==> config.mk <==
export PLATFORM = sky130hd
export DESIGN_NAME = grid_scan_reader
export DESIGN_NICKNAME = d
export VERILOG_FILES = /design/src/rtl/grid_scan_reader.sv
export SDC_FILE = /design/constraint.sdc
export NUM_CORES = 1
export LEC_CHECK = 0
export BUFFER_PORTS_ARGS = -buffer_cell sky130_fd_sc_hd__buf_2
export CORE_ASPECT_RATIO = 0.7
export CORE_MARGIN = 10
export CORE_UTILIZATION = 45
export CTS_CLUSTER_DIAMETER = 200
export DETAILED_ROUTE_END_ITERATION = 7
export PLACE_DENSITY = 0.69
export SLEW_MARGIN = 20
export SYNTH_ARGS = -nofsm -noshare
export SYNTH_HDL_FRONTEND = slang
export SYNTH_SLANG_ARGS = --single-unit
==> constraint.sdc <==
create_clock -name clk -period 8.5 [get_ports clk]
set_clock_uncertainty 0.05 [all_clocks]
set_input_delay 0.425 -clock clk [delete_from_list [all_inputs] [get_ports clk]]
set_output_delay 0.425 -clock clk [all_outputs]
set_load 0.02 [all_outputs]
==> src/rtl/grid_scan_reader.sv <==
// Raster-order reader for the Tetris grid. It streams the interior cells over a valid/ready handshake.
// Optional macro GRID_SCAN_ROWFULL_EN adds a row_full flag on the last interior cell of each row.
module grid_scan_reader #(
    parameter int unsigned COLS   = 12,
    parameter int unsigned ROWS   = 20,
    parameter int unsigned ADDR_W = 8,
    parameter int unsigned DATA_W = 8
) (
    input  logic              clk,
    input  logic              rst,
    input  logic              start,
    output logic              busy,
    output logic              done,
    output logic [ADDR_W-1:0] mem_addr,
    input  logic [DATA_W-1:0] mem_q,
    output logic [DATA_W-1:0] cell_data,
    output logic [4:0]        cell_row,
    output logic [3:0]        cell_col,
    output logic              cell_last,
    output logic              cell_valid,
    input  logic              cell_ready
`ifdef GRID_SCAN_ROWFULL_EN
    ,
    output logic              row_full
`endif
);

    localparam int unsigned ROW_W = 5;
    localparam int unsigned COL_W = 4;

    typedef enum logic [2:0] {
        S_IDLE,
        S_ADDR,
        S_CAPT,
        S_OUT,
        S_DONE
    } state_t;

    state_t            state, state_n;
    logic [ROW_W-1:0]  row, row_n;
    logic [COL_W-1:0]  col, col_n;
    logic              busy_n, done_n, last_n, valid_n;
    logic [ADDR_W-1:0] addr_n;
    logic [DATA_W-1:0] data_n;
    logic [ROW_W-1:0]  crow_n;
    logic [COL_W-1:0]  ccol_n;
    logic              at_last_col, at_last;
    logic [ROW_W-1:0]  adv_row;
    logic [COL_W-1:0]  adv_col;
`ifdef GRID_SCAN_ROWFULL_EN
    logic              acc, acc_n, acc_in, full_n;
`endif

    function automatic logic [ADDR_W-1:0] addr_of(input logic [ROW_W-1:0] r,
                                                  input logic [COL_W-1:0] c);
        return ADDR_W'(r) * ADDR_W'(COLS) + ADDR_W'(c);
    endfunction

    assign at_last_col = (col == COL_W'(COLS - 2));
    assign at_last     = at_last_col && (row == ROW_W'(ROWS - 1));
    assign adv_col     = at_last_col ? COL_W'(1) : col + COL_W'(1);
    assign adv_row     = at_last_col ? row + ROW_W'(1) : row;
`ifdef GRID_SCAN_ROWFULL_EN
    // Re-arm at the first interior column, then AND in each captured cell.
    assign acc_in = ((col == COL_W'(1)) || acc) && (mem_q != '0);
`endif

    // State register
    always_ff @(posedge clk or negedge rst) begin
        if (!rst) state <= S_IDLE;
        else      state <= state_n;
    end

    // Next state and next values of every registered output
    always_comb begin
        state_n = state;
        row_n   = row;
        col_n   = col;
        busy_n  = busy;
        done_n  = 1'b0;
        addr_n  = mem_addr;
        data_n  = cell_data;
        crow_n  = cell_row;
        ccol_n  = cell_col;
        last_n  = cell_last;
        valid_n = 1'b0;
`ifdef GRID_SCAN_ROWFULL_EN
        acc_n   = acc;
        full_n  = row_full;
`endif
        case (state)
            S_IDLE: begin
                if (start) begin
                    state_n = S_ADDR;
                    row_n   = '0;
                    col_n   = COL_W'(1);
                    busy_n  = 1'b1;
                    addr_n  = addr_of('0, COL_W'(1));
                end
            end
            S_ADDR: state_n = S_CAPT;
            S_CAPT: begin
                state_n = S_OUT;
                data_n  = mem_q;
                crow_n  = row;
                ccol_n  = col;
                last_n  = at_last;
                valid_n = 1'b1;
`ifdef GRID_SCAN_ROWFULL_EN
                acc_n   = acc_in;
                full_n  = at_last_col && acc_in;
`endif
            end
            S_OUT: begin
                if (!cell_ready) begin
                    valid_n = 1'b1;
                end else if (at_last) begin
                    state_n = S_DONE;
                    busy_n  = 1'b0;
                    done_n  = 1'b1;
                end else begin
                    state_n = S_ADDR;
                    row_n   = adv_row;
                    col_n   = adv_col;
                    addr_n  = addr_of(adv_row, adv_col);
                end
            end
            S_DONE:  state_n = S_IDLE;
            default: state_n = S_IDLE;
        endcase
    end

    // Counters and registered outputs
    always_ff @(posedge clk or negedge rst) begin
        if (!rst) begin
            row        <= '0;
            col        <= '0;
            busy       <= 1'b0;
            done       <= 1'b0;
            mem_addr   <= '0;
            cell_data  <= '0;
            cell_row   <= '0;
            cell_col   <= '0;
            cell_last  <= 1'b0;
            cell_valid <= 1'b0;
`ifdef GRID_SCAN_ROWFULL_EN
            acc        <= 1'b0;
            row_full   <= 1'b0;
`endif
        end else begin
            row        <= row_n;
            col        <= col_n;
            busy       <= busy_n;
            done       <= done_n;
            mem_addr   <= addr_n;
            cell_data  <= data_n;
            cell_row   <= crow_n;
            cell_col   <= ccol_n;
            cell_last  <= last_n;
            cell_valid <= valid_n;
`ifdef GRID_SCAN_ROWFULL_EN
            acc        <= acc_n;
            row_full   <= full_n;
`endif
        end
    end

endmodule

* Yosys cells after proc, flatten, opt, wreduce, memory -nomap -nowiden *
Cells that the tools add are included.

storage, ports and cells
  logic and storage cells = 57
  input bits = 12
  register bits = 41
  output and inout bits = 29

operators by class
  equal/unequal tests = 9
  reductions and logical operators = 6
  multiply operators = 1
  add/subtract/negate cells = 3
  muxes and demuxes = 27

operator list
  operator             number
  $mux 8               3
  $mux 5               4
  $mux 4               4
  $pmux 8 s2           1
  $pmux 3 s4           1
  $pmux 5 s2           1
  $mux 3               3
  $add 8x4->8          1
  $ne 2x2->1 const B   4
  $pmux 4 s2           1
  $reduce_and 4->1     2
  $mux 1               7
  $eq 3x2->1 const B   2
  $mul 5x2->6 const B  1
  $add 5x1->5 const B  1
  $eq 5x5->1 const B   1
  $add 4x1->4 const B  1
  $eq 4x4->1 const B   1
  $pmux 1 s2           2
  $eq 3x1->1 const B   1
  $logic_not 3->1      1
  $reduce_and 2->1     1
  $reduce_bool 2->1    1
  $logic_and 1x1->1    1

* Logic depth before layout (Yosys ltp) *
  depth in word-level cells = 7
  gate-level depth with buffers = 14
  mapped depth without buffers = 13

* Worst setup path after synthesis *
OpenSTA, ideal clock, no wires.

  kind = flip-flop to flip-flop
  start point = register, netlist name mem_addr[0]
  end point = register mem_addr[7]
  arrival time = 2,517 ps
  stages on the path, launching flop included = 14
  path buffers = 1
  setup slack = 5,812 ps
  setup time = 121 ps
  cells stage by stage = dfrtp_1 inv_1 ha_1 and4b_1 buf_6 nand3_1 xor2_1 inv_1 ha_1 nor2b_1 a221oi_1 a311oi_2 xnor2_1 o21ai_2

RTL lines
  what                  RTL line  RTL
  to (signal assigned)  155       mem_addr <= addr_n;
  to (decl)             14        output logic [ADDR_W-1:0] mem_addr,

==> flow_summary.toml <==
[run_status]
status = "finished, final reports clean"

[global_route]
grt.total_usage = 0.113
grt_pass1_vias = 1408
grt_overflow = 0
grt_max_degree = 40
grt_pass1_wl_um = 6800
antenna_found_initial = 0

[critical_path]
slowest_stage = "dfrtp_1"
crit_start = "mem_addr[0]$_DFFE_PN0P_"
slowest_delay_ns = 0.45
crit_path_max_fanout = 8
cp.arrival_ns = 3.19
required_ns = 8.63
worstSetupStartpointType = "register"
worstSetupPathType = "register to register"
crit_buf_inv = 3
crit_chain = "inv_1 -> ha_1 -> and4b_1 -> nand3_1 -> xor2_1 -> inv_1 -> ha_1 -> inv_1 -> nor3_1 -> a221oi_1 -> a311oi_2 -> xnor2_1 -> o21ai_2"
r2r-start = "mem_addr[0]$_DFFE_PN0P_"
critical_path.top_delay_family = "simple AND/OR/NAND/NOR gates"
end_kind = "register"
crit_path_frequent_cell = "inv_1"

[final_layout]
drive_gt1_frac = 0.318
fill_cells = 377
mostFrequentLayoutCells = "40 x buf_2, 39 x dfrtp_1, 19 x mux2_2"
utilization = 0.544
syn_to_final_growth_pct = 17.4
layout.cells.non_filler = 278
nets = 244
final_common_cell = "buf_2"
n_antenna_cell = 0

[job]
cap_viol_max_count = 0

[route]
drt-wirelength-per-cell_um = 14.9
viasPerCell = 5.20
drt_iter0_drc = 100
firstDrtPassIters = 4
drt_wl_total_um = 4150
num_vias = 1445
drc = 0
ant_nets = 0

[clock_tree]
cts_max_level = 2
clock-sinks = 39
clockBufferDepth = 2
cts-root-buf = "clkbuf_8"
holdBufCountCts = 0
post_cts_buffers = 0
clk_pin_slew_worst_paths_ns = 0.08
cts_resized = 0
cts_tree = "built"
cts_buffers = 5
clock_latency_ns = 0.29

[power_and_ir_drop]
swShare = 0.361
p_leak_uw = 0.00121
seq_power_share = 0.399
p_switching_uw = 241
p_int_uw = 426
total_power_uw = 667
peakVddDrop_mv = 0.167
powerDensity_nw_per_um2 = 283
clock_power_share = 0.239
power_frac_comb = 0.362

[timing]
rsz0062_at_grt = "false"
setup_ws_ns = 5.44
finalSetupTns_ns = 0
period_minus_slack_ns = 3.06
finalHoldViolations = 0
period_share = 0.360
setup_violations = 0
slew_headroom = 0.428
fmax_mhz = 326
drv_slew = 0
tightest_slew_ns = 0.858

[synthesis]
syn_area_per_cell_um2 = 11.0
yosysUniqueCellTypes = 36
synth_top_cell_by_area = "dfrtp_1"
synthFlopType = "dfrtp_1"
syn_nets = 204
synth_area_um2 = 2010
ys_ff_latch = 39
synth_top_area_frac = 0.486
synth.area.top_cells = "dfrtp_1 49%, mux2_2 11%, ha_1 5.6%"
yosysWarnings = 0
yosysSeqAreaShare = 0.486
synth_edf_count = 0
syn_inst = 182
async_flop_share = 1.00

[place]
dp_cells = 270
hpwl_um = 3070
io_buffer_count = 40
routabilityCongestion = 0.847
dp_worst_setup_slack_ns = 5.47

[worst_hold_path]
hold_path_class = "input port to async pin"

[floorplan]
die_y_um = 75.9
fp.dieArea_um2 = 7570
initial_utilization = 0.464
coreArea_um2 = 4330
dieWidth_um = 99.8
num_rows = 20
boundaryPins = 41
flip-flops by register name, indices dropped and copies added (netlist names), 2 cells and up:
signal,count
cell_col,4
state,3
row,5
col,2
mem_addr,8
cell_data,8
cell_row,5
power by group through the flow:
stage / clock (uW) / combinational (uW) / sequential, uW
final: 159 / 242 / 266
after global routing: 169 / 271 / 274
after CTS: 162 / 250 / 267
after detailed placement: 0 / 249 / 270
after global placement: 0 / 247 / 267
after floorplan: 0 / 132 / 308
synth_stat cells, drive strengths merged, types with 3 or more instances:
cell / number
inv: 7
nor3: 3
nand2b: 7
dfrtp: 39
a22o: 5
nor2: 10
or3: 3
ha: 9
o21ai: 13
nand2: 16
a21oi: 4
buf: 3
xnor2: 7
xor2: 6
nand3: 4
clkbuf: 5
mux2: 19
per-stage QoR:
stage / hold slack, ns / area [um2]
6_report: 0.193 / 2360
5_1_grt: 0.247 / 2360
4_1_cts: 0.220 / 2360
3_5_place_dp: 0.414 / 2240
3_3_place_gp: 0.406 / 2240
2_1_floorplan: 0.0794 / 2010
logic make-up (layout without fill, tap and decap cells):
| group | Yosys count | count (layout) | synth area share |
|---|---|---|---|
| AOI/OAI and AO/OA | 30 | 30 | 0.102 |
| xor gates and xnor gates | 13 | 13 | 0.0567 |
| adders and majority gates | 10 | 10 | 0.0661 |
| buffers and inverters | 15 | 56 | 0.0355 |
| DFF | 39 | 39 | 0.486 |
| muxes | 20 | 20 | 0.112 |
| and+or+nand+nor | 55 | 55 | 0.142 |
final timing paths:
path	slack, ns	depth (start not counted)	to
max in group asynchronous	7.66	1	mem_addr[5]$_DFFE_PN0P_
min reg2reg	0.43	2	mem_addr[5]$_DFFE_PN0P_
min in group clk	0.29	2	cell_valid$_DFF_PN0_
min	0.19	1	cell_data[2]$_DFFE_PN0P_
max reg2reg	5.44	13	mem_addr[7]$_DFFE_PN0P_
max	5.44	13	mem_addr[7]$_DFFE_PN0P_
worst reg2reg max path: cells and delay by family (launching register included):
family | cells | cell delay, ns
AND/OR/NAND/NOR | 3 | 0.75
adder cells (fa/ha/maj) | 2 | 0.58
AO/OA/AOI/OAI | 3 | 0.47
flip-flops | 1 | 0.45
XOR/XNOR | 2 | 0.43
buffers and inverters | 3 | 0.24
metal layers:
metal,wire length [um],global-route usage
met3,310,0.0507
met5,0,0
met2,1700,0.162
met1,2090,0.148
met4,48,0.0380
cell type report:
class | count | area [um2] | area share
flip-flops and latches | 39 | 976 | 0.414
well taps | 55 | 68.8 | 0.0292
clock buffers | 6 | 82.6 | 0.0351
repair buffers | 41 | 208 | 0.0882
clock inverters | 2 | 35.0 | 0.0149
inverters | 7 | 26.3 | 0.0112
multi-input cells | 128 | 960 | 0.407
(Power assumes the default switching activity.)
